## src/rtl/ins_mem_arbiter.sv

```systemverilog
// Instruction-RAM arbiter: round-robin core fetches, absolute-priority program loader.
// Optional build macro INS_ARB_WAIT_CNT_EN adds the max_wait starvation monitor output.
module ins_mem_arbiter #(
    parameter int N_CORES    = 4,
    parameter int WIDTH      = 8,
    parameter int DEPTH      = 256,
    parameter int ADDR_WIDTH = $clog2(DEPTH)
) (
    input  logic                          clk,
    input  logic                          rstN,
    input  logic [N_CORES-1:0]            core_req,
    input  logic [N_CORES*ADDR_WIDTH-1:0] core_addr,
    output logic [N_CORES-1:0]            core_gnt,
    output logic [N_CORES-1:0]            core_rvalid,
    output logic [WIDTH-1:0]              core_rdata,
    input  logic                          ld_req,
    input  logic [ADDR_WIDTH-1:0]         ld_addr,
    input  logic [WIDTH-1:0]              ld_data,
    output logic                          ld_gnt,
    output logic                          ld_busy,
    output logic                          ram_wrEn,
    output logic [ADDR_WIDTH-1:0]         ram_addr,
    output logic [WIDTH-1:0]              ram_dataIn,
    input  logic [WIDTH-1:0]              ram_dataOut
`ifdef INS_ARB_WAIT_CNT_EN
    ,
    output logic [15:0]                   max_wait
`endif
);

    localparam int PTR_W = (N_CORES > 1) ? $clog2(N_CORES) : 1;
    localparam logic [PTR_W-1:0] LAST_CORE = PTR_W'(N_CORES - 1);
    localparam logic [N_CORES-1:0] ONE_HOT0 = {{(N_CORES-1){1'b0}}, 1'b1};

    typedef enum logic [1:0] {
        ST_RUN   = 2'd0,
        ST_LOAD  = 2'd1,
        ST_DRAIN = 2'd2
    } state_t;

    state_t             state_q, state_d;
    logic [PTR_W-1:0]   rr_ptr_q, rr_ptr_d;
    logic [N_CORES-1:0] core_rvalid_q;
    logic               ld_busy_q;
    logic               win_valid_s;
    logic [PTR_W-1:0]   win_idx_s;
    logic [PTR_W-1:0]   win_next_s;

    // Round-robin search: first requesting core at or after rr_ptr, wrapping.
    always_comb begin
        int unsigned cand_v;
        win_valid_s = 1'b0;
        win_idx_s   = '0;
        cand_v      = 0;
        for (int i = 0; i < N_CORES; i++) begin
            cand_v = int'(rr_ptr_q) + i;
            if (cand_v >= N_CORES) begin
                cand_v = cand_v - N_CORES;
            end else begin
                cand_v = cand_v;
            end
            if (!win_valid_s && core_req[cand_v]) begin
                win_valid_s = 1'b1;
                win_idx_s   = cand_v[PTR_W-1:0];
            end else begin
                win_valid_s = win_valid_s;
            end
        end
        if (win_idx_s == LAST_CORE) begin
            win_next_s = '0;
        end else begin
            win_next_s = win_idx_s + PTR_W'(1);
        end
    end

    // FSM next state plus the combinational grant and RAM port mux.
    always_comb begin
        state_d    = state_q;
        rr_ptr_d   = rr_ptr_q;
        core_gnt   = '0;
        ld_gnt     = 1'b0;
        ram_wrEn   = 1'b0;
        ram_addr   = '0;
        ram_dataIn = '0;
        if (rstN) begin
            case (state_q)
                ST_RUN: begin
                    if (ld_req) begin
                        state_d = ST_LOAD;
                    end else if (win_valid_s) begin
                        core_gnt = ONE_HOT0 << win_idx_s;
                        ram_addr = core_addr[win_idx_s*ADDR_WIDTH +: ADDR_WIDTH];
                        rr_ptr_d = win_next_s;
                    end else begin
                        rr_ptr_d = rr_ptr_q;
                    end
                end
                ST_LOAD: begin
                    if (ld_req) begin
                        ld_gnt     = 1'b1;
                        ram_wrEn   = 1'b1;
                        ram_addr   = ld_addr;
                        ram_dataIn = ld_data;
                    end else begin
                        state_d = ST_DRAIN;
                    end
                end
                // Idle cycle so no fetch races the final loader write.
                ST_DRAIN: begin
                    if (ld_req) begin
                        state_d = ST_LOAD;
                    end else begin
                        state_d = ST_RUN;
                    end
                end
                default: begin
                    state_d = ST_RUN;
                end
            endcase
        end else begin
            state_d = ST_RUN;
        end
    end

    // State, pointer and read-valid pipeline registers.
    always_ff @(posedge clk or negedge rstN) begin
        if (!rstN) begin
            state_q       <= ST_RUN;
            rr_ptr_q      <= '0;
            core_rvalid_q <= '0;
            ld_busy_q     <= 1'b0;
        end else begin
            state_q       <= state_d;
            rr_ptr_q      <= rr_ptr_d;
            core_rvalid_q <= core_gnt;
            ld_busy_q     <= (state_d != ST_RUN);
        end
    end

    assign core_rvalid = core_rvalid_q;
    assign ld_busy     = ld_busy_q;
    assign core_rdata  = ram_dataOut;

`ifdef INS_ARB_WAIT_CNT_EN
    logic [15:0] wait_cnt_q [N_CORES];
    logic [15:0] wait_cnt_d [N_CORES];
    logic [15:0] max_wait_q, max_wait_d;

    // Saturating per-core wait counters; the running maximum tracks the worst run seen.
    always_comb begin
        max_wait_d = max_wait_q;
        for (int i = 0; i < N_CORES; i++) begin
            if (core_req[i] && !core_gnt[i]) begin
                if (wait_cnt_q[i] == 16'hFFFF) begin
                    wait_cnt_d[i] = 16'hFFFF;
                end else begin
                    wait_cnt_d[i] = wait_cnt_q[i] + 16'd1;
                end
            end else begin
                wait_cnt_d[i] = 16'd0;
            end
            if (wait_cnt_d[i] > max_wait_d) begin
                max_wait_d = wait_cnt_d[i];
            end else begin
                max_wait_d = max_wait_d;
            end
        end
    end

    // Wait-counter and maximum registers.
    always_ff @(posedge clk or negedge rstN) begin
        if (!rstN) begin
            for (int i = 0; i < N_CORES; i++) begin
                wait_cnt_q[i] <= 16'd0;
            end
            max_wait_q <= 16'd0;
        end else begin
            for (int i = 0; i < N_CORES; i++) begin
                wait_cnt_q[i] <= wait_cnt_d[i];
            end
            max_wait_q <= max_wait_d;
        end
    end

    assign max_wait = max_wait_q;
`endif

endmodule

```

## config.mk

```make
export PLATFORM = sky130hd
export DESIGN_NAME = ins_mem_arbiter
export DESIGN_NICKNAME = d
export VERILOG_FILES = /design/src/rtl/ins_mem_arbiter.sv
export SDC_FILE = /design/constraint.sdc
export NUM_CORES = 1
export LEC_CHECK = 0
export BUFFER_PORTS_ARGS = -buffer_cell sky130_fd_sc_hd__buf_2
export CAP_MARGIN = 20
export CORE_MARGIN = 1
export CORE_UTILIZATION = 36
export DETAILED_ROUTE_END_ITERATION = 8
export GPL_TIMING_DRIVEN = 0
export PLACE_DENSITY = 0.9
export SYNTH_ARGS = -nofsm -noshare
export SYNTH_HDL_FRONTEND = slang
export SYNTH_SLANG_ARGS = --single-unit
```

## constraint.sdc

```tcl
create_clock -name clk -period 2.7 [get_ports clk]
set_input_delay 0.135 -clock clk [delete_from_list [all_inputs] [get_ports clk]]
set_output_delay 0.135 -clock clk [all_outputs]
set_load 0.02 [all_outputs]
```

-- Word-level counts from Yosys, hierarchy flattened
Cells that the tools add are included.
- muxes and demuxes: 41
- $add $sub $neg: 8
- magnitude comparators: 8
- shift operators: 2
- multipliers: 0
- div/mod/pow operators: 0
- eq/ne operators: 3
- bitwise logic cells: 1
- reduce and logical (&&, ||, !) cells: 9
- operator list (operator ; number):
    < comparator 32 x 3 -> 1 bit (second input constant) ; 4
    2-to-1 mux 32 bit ; 4
    2-to-1 mux 8 bit ; 7
    indexed part select 32 x 6 -> 8 bit ; 1
    2-to-1 mux 2 bit ; 8
    2-to-1 mux 4 bit ; 4
    one-hot mux 8 bit (2 select lines) ; 1
    2-to-1 mux 1 bit ; 12
    subtractor 3 x 3 -> 4 bit (second input constant) ; 3
    greater-or-equal comparator 3 bit (second input constant) ; 3
    binary-select mux 1 bit (select 2 bit) ; 4
    adder 2 x 2 -> 3 bit (second input constant) ; 2
    one-hot mux 2 bit (3 select lines) ; 1
    == test 2 bit (second input constant) ; 2
    AND reduction 4 bit ; 1
    left shift 1 x 2 -> 4 bit (first input constant) ; 1
    subtractor 2 x 3 -> 4 bit (second input constant) ; 1
    adder 2 x 1 -> 3 bit (second input constant) ; 1
    greater-or-equal comparator 2 x 3 -> 1 bit (second input constant) ; 1
    logical AND 1 bit ; 3
    logical NOT 1 bit ; 3
    adder 2 x 1 -> 2 bit (second input constant) ; 1
    == test 2 x 1 -> 1 bit (second input constant) ; 1
    logical NOT 2 bit ; 1
    other kinds (2) ; 2
- bits in latches: 0
- memories kept: 0
- logic and storage cells: 76
- RAM bits: 0
- bits of input ports: 63
- flip-flop bits (word level): 9
- output and inout port bits: 35
- ROM bits: 0

-- Depth between registers and ports, before layout
Gate-level depths: netlist of the first run.
- depth after elaboration: 19
- depth in mapped cells: 8
- depth with buffers taken out: 6

-- Least setup slack after synthesis of the first run
Ideal clock, no wire load.
- path kind: register -> register
- from: reg rr_ptr_q[1]
- to: reg rr_ptr_q[1]
- data arrival time: 1.618 ns
- clock period less this slack: 1.745 ns
- setup time: 0.128 ns
- cell stages (with the launch flop): 8
- path buffers: 2
- data required time: 2.572 ns
- setup slack: 0.955 ns
- cells stage by stage: dfrtp_1 -> nand2b_1 -> a21oi_1 -> a211oi_2 -> buf_6 -> buf_12 -> ha_1 -> mux2_1
- longest elaborated chain between the ends: 16
- elaborated cells on any way between the ends: 41
- RTL lines (element ; line ; source):
    from (decl) ; 42 ; logic [PTR_W-1:0] rr_ptr_q, rr_ptr_d;
    from (signal assigned) ; 134 ; rr_ptr_q <= rr_ptr_d;
    branches (longest 13 deep; another with subtractor 3 x 3 -> 4 bit) ; n/a ;
    2-to-1 mux 2 bit (*) ; 62 ; if (!win_valid_s && core_req[cand_v]) begin
    adder 2 x 1 -> 2 bit or == test 2 bit (tied branches) ; 72, 69 ;
    2-to-1 mux 2 bit (*) ; 69 ; if (win_idx_s == LAST_CORE) begin
    named net win_next_s[1] ; 47 ; logic [PTR_W-1:0] win_next_s;
Mark *: on every way through the listed nets, which the timed path passes. The select of a mux whose other input is x is not followed.
A chain may end at the register's enable or synchronous reset.

-- Worst setup path in the final report of the first run
- from: in rstN
- to: out ram_addr[2]
- longest elaborated chain between the ends: 1
- RTL lines (element ; line ; source):
    from (decl) ; 10 ; input logic rstN,
    2-to-1 mux 8 bit ; 85 ; if (rstN) begin
    to (decl) ; 22 ; output logic [ADDR_WIDTH-1:0] ram_addr,
Every way passes these cells.

==> flow_metrics.py, run 1 <==
metrics = {
    "run_status": {
        "run_status": "complete, no violations",
    },
    "route": {
        "via_per_inst": 4.59,
        "drtAntennaViolNets": 0,
        "drtIter0Drc": 7,
        "route.vias.total": 1015,
        "routed_wirelength_mm": 2.50,
        "drt_pass1_iterations": 4,
        "wl_per_cell_um": 11.3,
        "drc": 0,
    },
    "finish": {
        "n_fill_cell": 213,
        "n_antenna_cell": 0,
        "finalNetCount": 261,
        "drive_gt1_share_pct": 56.0,
        "ff_latch_area_um2": 225,
        "area_delta_synth_final_pct": 58.8,
        "multi_input_area_um2": 542,
        "fin_cells": 221,
    },
    "power": {
        "power.internal_uw": 392,
        "seqPwrFrac_pct": 27.1,
        "power.switching_uw": 250,
        "sw_frac_of_total_pct": 38.9,
        "combinationalPowerShare_pct": 57.4,
        "clockPowerShare_pct": 15.5,
        "leakagePower_uw": 0.000852,
        "powerDensity_nw_per_um2": 459,
        "max-vdd-ir-drop_mv": 0.276,
    },
    "timing": {
        "relSlewSlack_pct": 77.9,
        "setup_violations": 0,
        "worstMarginPinSlew_ns": 0.332,
        "period_needed_ns": 2.40,
        "fmax_mhz": 417,
        "drv_slew": 0,
        "hold_slack_ns": 0.0915,
        "finalCritPeriodShare_pct": 88.9,
        "layout_setup_ws_ns": 0.301,
        "rsz0062_at_grt": "false",
        "clock_skew_ns": 0.00165,
        "tns_ns": 0,
        "hold_violations": 0,
    },
    "clock_network": {
        "clkTransAtPathRegs_ns": 0.06,
        "cts_buffers": 3,
        "post_cts_buffers": 0,
        "cts_tree": "yes",
        "ctsLongestPathBuffers": 2,
        "htree_levels": 1,
        "clockRootBuffer": "clkbuf_4",
        "cts.sinks": 9,
        "worstSkewPairLatency_ns": 0.25,
    },
    "worst_hold_path": {
        "hold_start": "ld_req",
        "hold_path.class": "input pin to flop",
        "min_to": "state_q[1]",
        "hold_depth": 2,
    },
    "logic_synthesis": {
        "synthMuxAreaShare_pct": 20.6,
        "yosysUniqueCellTypes": 23,
        "synthArstFlopShare_pct": 100,
        "synth_enable_flop_cells": 0,
        "synth_warnings": 0,
        "avgSynthCellArea_um2": 8.90,
        "yosysMostFrequentCell": "mux2i_1",
        "synth_area_leaders": "dfrtp_1 26%, mux2i_1 19%, and2_1 8.5%, o221ai_1 8.0%, buf_4 7.7%",
        "yosys.area_share.simple_pct": 22.2,
        "synth_xor_area_share_pct": 0,
        "synth_compound_area_share_pct": 13.1,
        "synth-seq-cells": 9,
        "synth_adder_area_share_pct": 5.68,
        "synth_top_family_by_area": "simple AND/OR/NAND/NOR gates",
        "yosys.area.top_type": "dfrtp_1",
        "syn-num-nets": 166,
        "syn_inst": 99,
        "ys.flop_type": "dfrtp_1",
        "synthesis.area_um2": 881,
        "netlist_top_cells_count": "17 x mux2i_1, 14 x nand2_1, 12 x and2_1",
        "synth_top_area_share_pct": 25.6,
        "yosysSeqAreaShare_pct": 25.6,
    },
    "setup_path": {
        "r2r_start": "rr_ptr_q[1]",
        "worstSetupPathType": "input pin to primary output",
        "cp_max_fo": 11,
        "required_ns": 2.57,
        "r2r_end": "rr_ptr_q[1]",
        "critPathCaptureType": "primary output",
        "rrSetupSlack_ns": 0.84,
        "arrival_ns": 2.26,
        "reg2regPathDepth": 7,
        "worstSetupStartpointType": "input pin",
    },
    "placement": {
        "preCtsSetupSlack_ns": 0.767,
        "place_inst": 216,
        "hpwl_mm": 2.05,
        "gp_congestion": 0.713,
        "port_buffers": 89,
    },
    "global_routing": {
        "antenna_found_initial": 0,
        "use_met3_pct": 2.68,
        "met1_usage_pct": 20.0,
        "grt_use_met2_pct": 40.7,
        "globalRoute.busiestLayer": "met2",
        "grt_pass1_vias": 971,
        "track_usage_pct": 19.6,
        "overflow": 0,
        "grt_max_degree": 12,
        "grt_first_pass_wirelength_mm": 3.91,
    },
    "floorplanning": {
        "die_area_um2": 2650,
        "die_w_um": 51.5,
        "io_pins": 98,
        "core_um2": 2250,
        "fp.dieH_um": 51.5,
        "rows": 17,
        "start_util_pct": 39.1,
    },
    "flow_run": {
        "maxCapViolations": 0,
    },
}
[logic make-up (layout without fill, tap and decap cells)]
logic type,after synthesis,in the layout
AOI/OAI and AO/OA,14,14
buffers and inverters,15,109
muxes,18,18
DFF,9,9
and+or+nand+nor,39,39
adders and majority gates,4,4
[layout by cell type (no fill, tap or decap)]
master,Yosys,routed
a21oi_1,3,3
nor3b_1,1,1
inv_2,1,1
clkbuf_2,0,1
o221ai_1,8,8
or2_2,1,1
a21oi_2,1,1
nor2_1,6,6
a211oi_2,1,1
dfrtp_1,9,9
mux2i_1,17,17
clkbuf_4,0,3
inv_1,1,1
dlygate4sd3_1,0,1
nand2b_1,2,2
buf_12,1,1
nor2b_1,2,2
nand2_1,14,14
and3_1,1,1
a211o_1,1,1
ha_1,4,4
buf_2,0,89
buf_4,9,9
clkbuf_1,2,2
buf_6,1,1
and2_1,12,12
mux2_1,1,1
[how the worst max path moves through the flow]
| stage | depth (start not counted) | start | slack [ns] | end |
|---|---|---|---|---|
| 6_report | 8 | rstN | 0.30 | ram_addr[2] |
| 3_5_place_dp | 6 | rr_ptr_q[1] | 0.77 | ram_addr[2] |
| 5_1_grt | 8 | rstN | 0.04 | ram_addr[6] |
| 4_1_cts | 9 | rstN | 0.17 | ram_addr[0] |
| 3_3_place_gp | 8 | rstN | 0.80 | ram_addr[0] |
| 2_1_floorplan | 7 | rr_ptr_q[1] | 0.95 | rr_ptr_q[1] |
[state kept, by name, summed over array words and instances (netlist names)]
name	cells
core_rvalid	4
state_q	2
rr_ptr_q	2
ld_busy	1
[power groups by stage]
stage | combinational (uW) | sequential, uW | clock (uW)
after CTS | 374 | 175 | 103
after global routing | 407 | 178 | 111
after detailed placement | 371 | 178 | 0
after global placement | 363 | 175 | 0
final | 369 | 174 | 99.7
after floorplan | 258 | 178 | 0
[per-layer routing]
layer	wire [um]	vias to the layer above	part of all wire (%)
met5	0	-	0
met3	158	2	6.3
met4	4	0	0.16
met2	1370	50	55
li1	-	523	-
met1	969	440	39
[per-stage QoR]
step           power (uW)  util, %  cell area [um^2]
6_report              642     62.0              1400
3_3_place_gp          538     60.4              1360
5_1_grt               695     62.0              1400
4_1_cts               652     62.0              1400
2_1_floorplan         436        -               881
3_5_place_dp          548     60.4              1360
[cell type report]
cell class	count	area share, %
repair buffers	90	32.6
inverters	2	0.537
well taps	28	2.50
flip-flops and latches	9	16.1
multi-input cells	75	38.7
clock buffers	4	1.88
plain buffers	13	7.69
[worst max-delay path, cell delays in order]
cell and delay (ns):
dlygate4sd3_1 0.52, buf_2 0.24, nor2b_1 0.25, nand2_1 0.11
a21oi_2 0.29, nand2_1 0.26, o221ai_1 0.26, buf_2 0.20
[timing repair]
item	CTS	global route
gates resized for setup	0	2
endpoints found under the setup margin	0	7
hold endpoints to repair	9	0
hold buffers	1	0
Note: power is estimated with default switching activity, not from simulation.
==> run 2, diff against run 1 <==
Settings changed: CAP_MARGIN 20 to 0, REMOVE_ABC_BUFFERS set to 1.
==> flow_metrics.py, run 2 (same netlist as run 1, synthesis figures left out) <==
metrics = {
    "placement": {
        "hpwl_mm": 2.03,
        "gp_congestion": 0.791,
        "preCtsSetupSlack_ns": 0.761,
        "port_buffers": 81,
    },
    "finish": {
        "area_delta_synth_final_pct": 46.0,
        "largest_register_ffs": 4,
        "final_common_cell": "buf_2",
        "layout_common_cells": "81 x buf_2, 17 x mux2i_1, 14 x nand2_1, 12 x and2_1, 9 x dfrtp_1",
        "n_antenna_cell": 0,
        "drive_gt1_share_pct": 51.4,
        "finalNetCount": 241,
    },
    "route": {
        "via_per_inst": 5.01,
        "route.vias.total": 1008,
        "drtIter0Drc": 10,
        "drt_pass1_iterations": 4,
        "wl_per_cell_um": 12.0,
        "drc": 0,
        "routed_wirelength_mm": 2.41,
        "drtAntennaViolNets": 0,
    },
    "clock_network": {
        "post_cts_buffers": 0,
        "cts.sinks": 9,
        "cts_tree": "yes",
        "cts_buffers": 3,
        "htree_levels": 1,
        "ctsLongestPathBuffers": 2,
        "clockRootBuffer": "clkbuf_4",
        "worstSkewPairLatency_ns": 0.26,
        "clkTransAtPathRegs_ns": 0.06,
    },
    "power": {
        "max-vdd-ir-drop_mv": 0.428,
        "sw_frac_of_total_pct": 39.0,
        "power.switching_uw": 245,
        "seqPwrFrac_pct": 27.9,
        "power.internal_uw": 383,
        "leakagePower_uw": 0.000769,
        "combinationalPowerShare_pct": 55.5,
        "powerDensity_nw_per_um2": 488,
        "clockPowerShare_pct": 16.6,
        "power_uw": 627,
    },
    "global_routing": {
        "antenna_found_initial": 0,
        "grt_max_degree": 19,
        "grt_first_pass_wirelength_mm": 3.64,
        "track_usage_pct": 18.5,
        "overflow": 0,
        "grt_pass1_vias": 918,
    },
    "setup_path": {
        "cp_max_fo": 11,
        "critPathCaptureType": "primary output",
        "worstSetupStartpointType": "input pin",
        "arrival_ns": 2.24,
        "required_ns": 2.57,
        "worstSetupPathType": "input pin to primary output",
    },
    "timing": {
        "drv_slew": 0,
        "fmax_mhz": 421,
        "worstMarginPinSlew_ns": 0.524,
        "clock_skew_ns": 0.000584,
        "hold_violations": 0,
        "relSlewSlack_pct": 65.0,
        "layout_setup_ws_ns": 0.323,
        "rsz0062_at_grt": "false",
        "period_needed_ns": 2.38,
        "finalCritPeriodShare_pct": 88.0,
        "setup_violations": 0,
    },
    "floorplanning": {
        "core_um2": 2250,
        "die_w_um": 51.5,
        "rows": 17,
        "fp.dieH_um": 51.5,
        "die_area_um2": 2650,
        "start_util_pct": 39.1,
        "io_pins": 98,
    },
    "flow_run": {
        "maxCapViolations": 0,
    },
    "run_status": {
        "run_status": "complete, no violations",
    },
    "worst_hold_path": {
        "hold_path.class": "input pin to flop",
    },
}
## run 2: changes by cell type in the layout (fill, tap and decap cells not counted), sizes merged
cell / change
clkbuf: -2
buf: -18
## run 2: timing repair
action,4_1_cts,5_1_grt
endpoints found under the hold margin,9,0
hold buffers,1,0
endpoints found under the setup margin,0,0
resized for setup,0,0
## run 2: critical path, cell delays in order
cell and delay (ns):
dlygate4sd3_1 0.52, buf_2 0.23, nor2b_1 0.23, nand2_1 0.10, a21oi_2 0.29, nand2_1 0.26, o221ai_1 0.26, buf_2 0.20
## run 2: power by group through the flow
stage | clock network, uW | logic (uW) | registers (uW)
floorplan | 0 | 214 | 178
global placement | 0 | 309 | 175
detailed placement | 0 | 350 | 177
CTS | 107 | 351 | 175
global route | 112 | 380 | 178
finish | 104 | 348 | 175
## run 2: area by class of cell
class / count / area, um^2
fillers: 207 / 968
multi-input cells: 75 / 549
repair buffers: 83 / 443
flip-flops and latches: 9 / 225
well taps: 28 / 35.0
clock buffers: 4 / 26.3
inverters: 2 / 7.51
## run 2: worst paths after layout
path / from / end / slack (ns) / depth (start not counted)
hold reg to reg: state_q[1] / state_q[0] / 0.46 / 1
setup / recovery: rstN / ram_addr[0] / 0.32 / 8
min in group asynchronous: rstN / core_rvalid[1] / 0.25 / 2
setup reg to reg: rr_ptr_q[1] / rr_ptr_q[1] / 0.89 / 5
max in group asynchronous: rstN / state_q[0] / 2.26 / 2
hold / removal: ld_req / state_q[1] / 0.09 / 2
## run 2: layer usage
| metal | track usage [%] | up-vias | wire (um) | part of all wire, % |
|---|---|---|---|---|
| met3 | 6.25 | 3 | 221 | 9.2 |
| met5 | 0 | - | 0 | 0 |
| met2 | 35.3 | 61 | 1300 | 54 |
| met4 | 8.56 | 0 | 29 | 1.2 |
| met1 | 17.3 | 456 | 857 | 36 |
| li1 | - | 488 | - | - |
## run 2: metrics by stage
| step | util, % | hold WS [ns] | TNS (ns) | cell area (um^2) | std cells |
|---|---|---|---|---|---|
| 4_1_cts | 57.0 | 0.0689 | 0 | 1290 | 201 |
| 5_1_grt | 57.0 | 0.0805 | 0 | 1290 | 201 |
| 3_3_place_gp | 53.9 | -0.00368 | -1.15 | 1210 | 195 |
| 2_1_floorplan | - | -0.161 | 0 | 774 | 86 |
| 3_5_place_dp | 55.4 | 0.000652 | 0 | 1250 | 196 |
| 6_report | 57.0 | 0.0875 | 0 | 1290 | 201 |
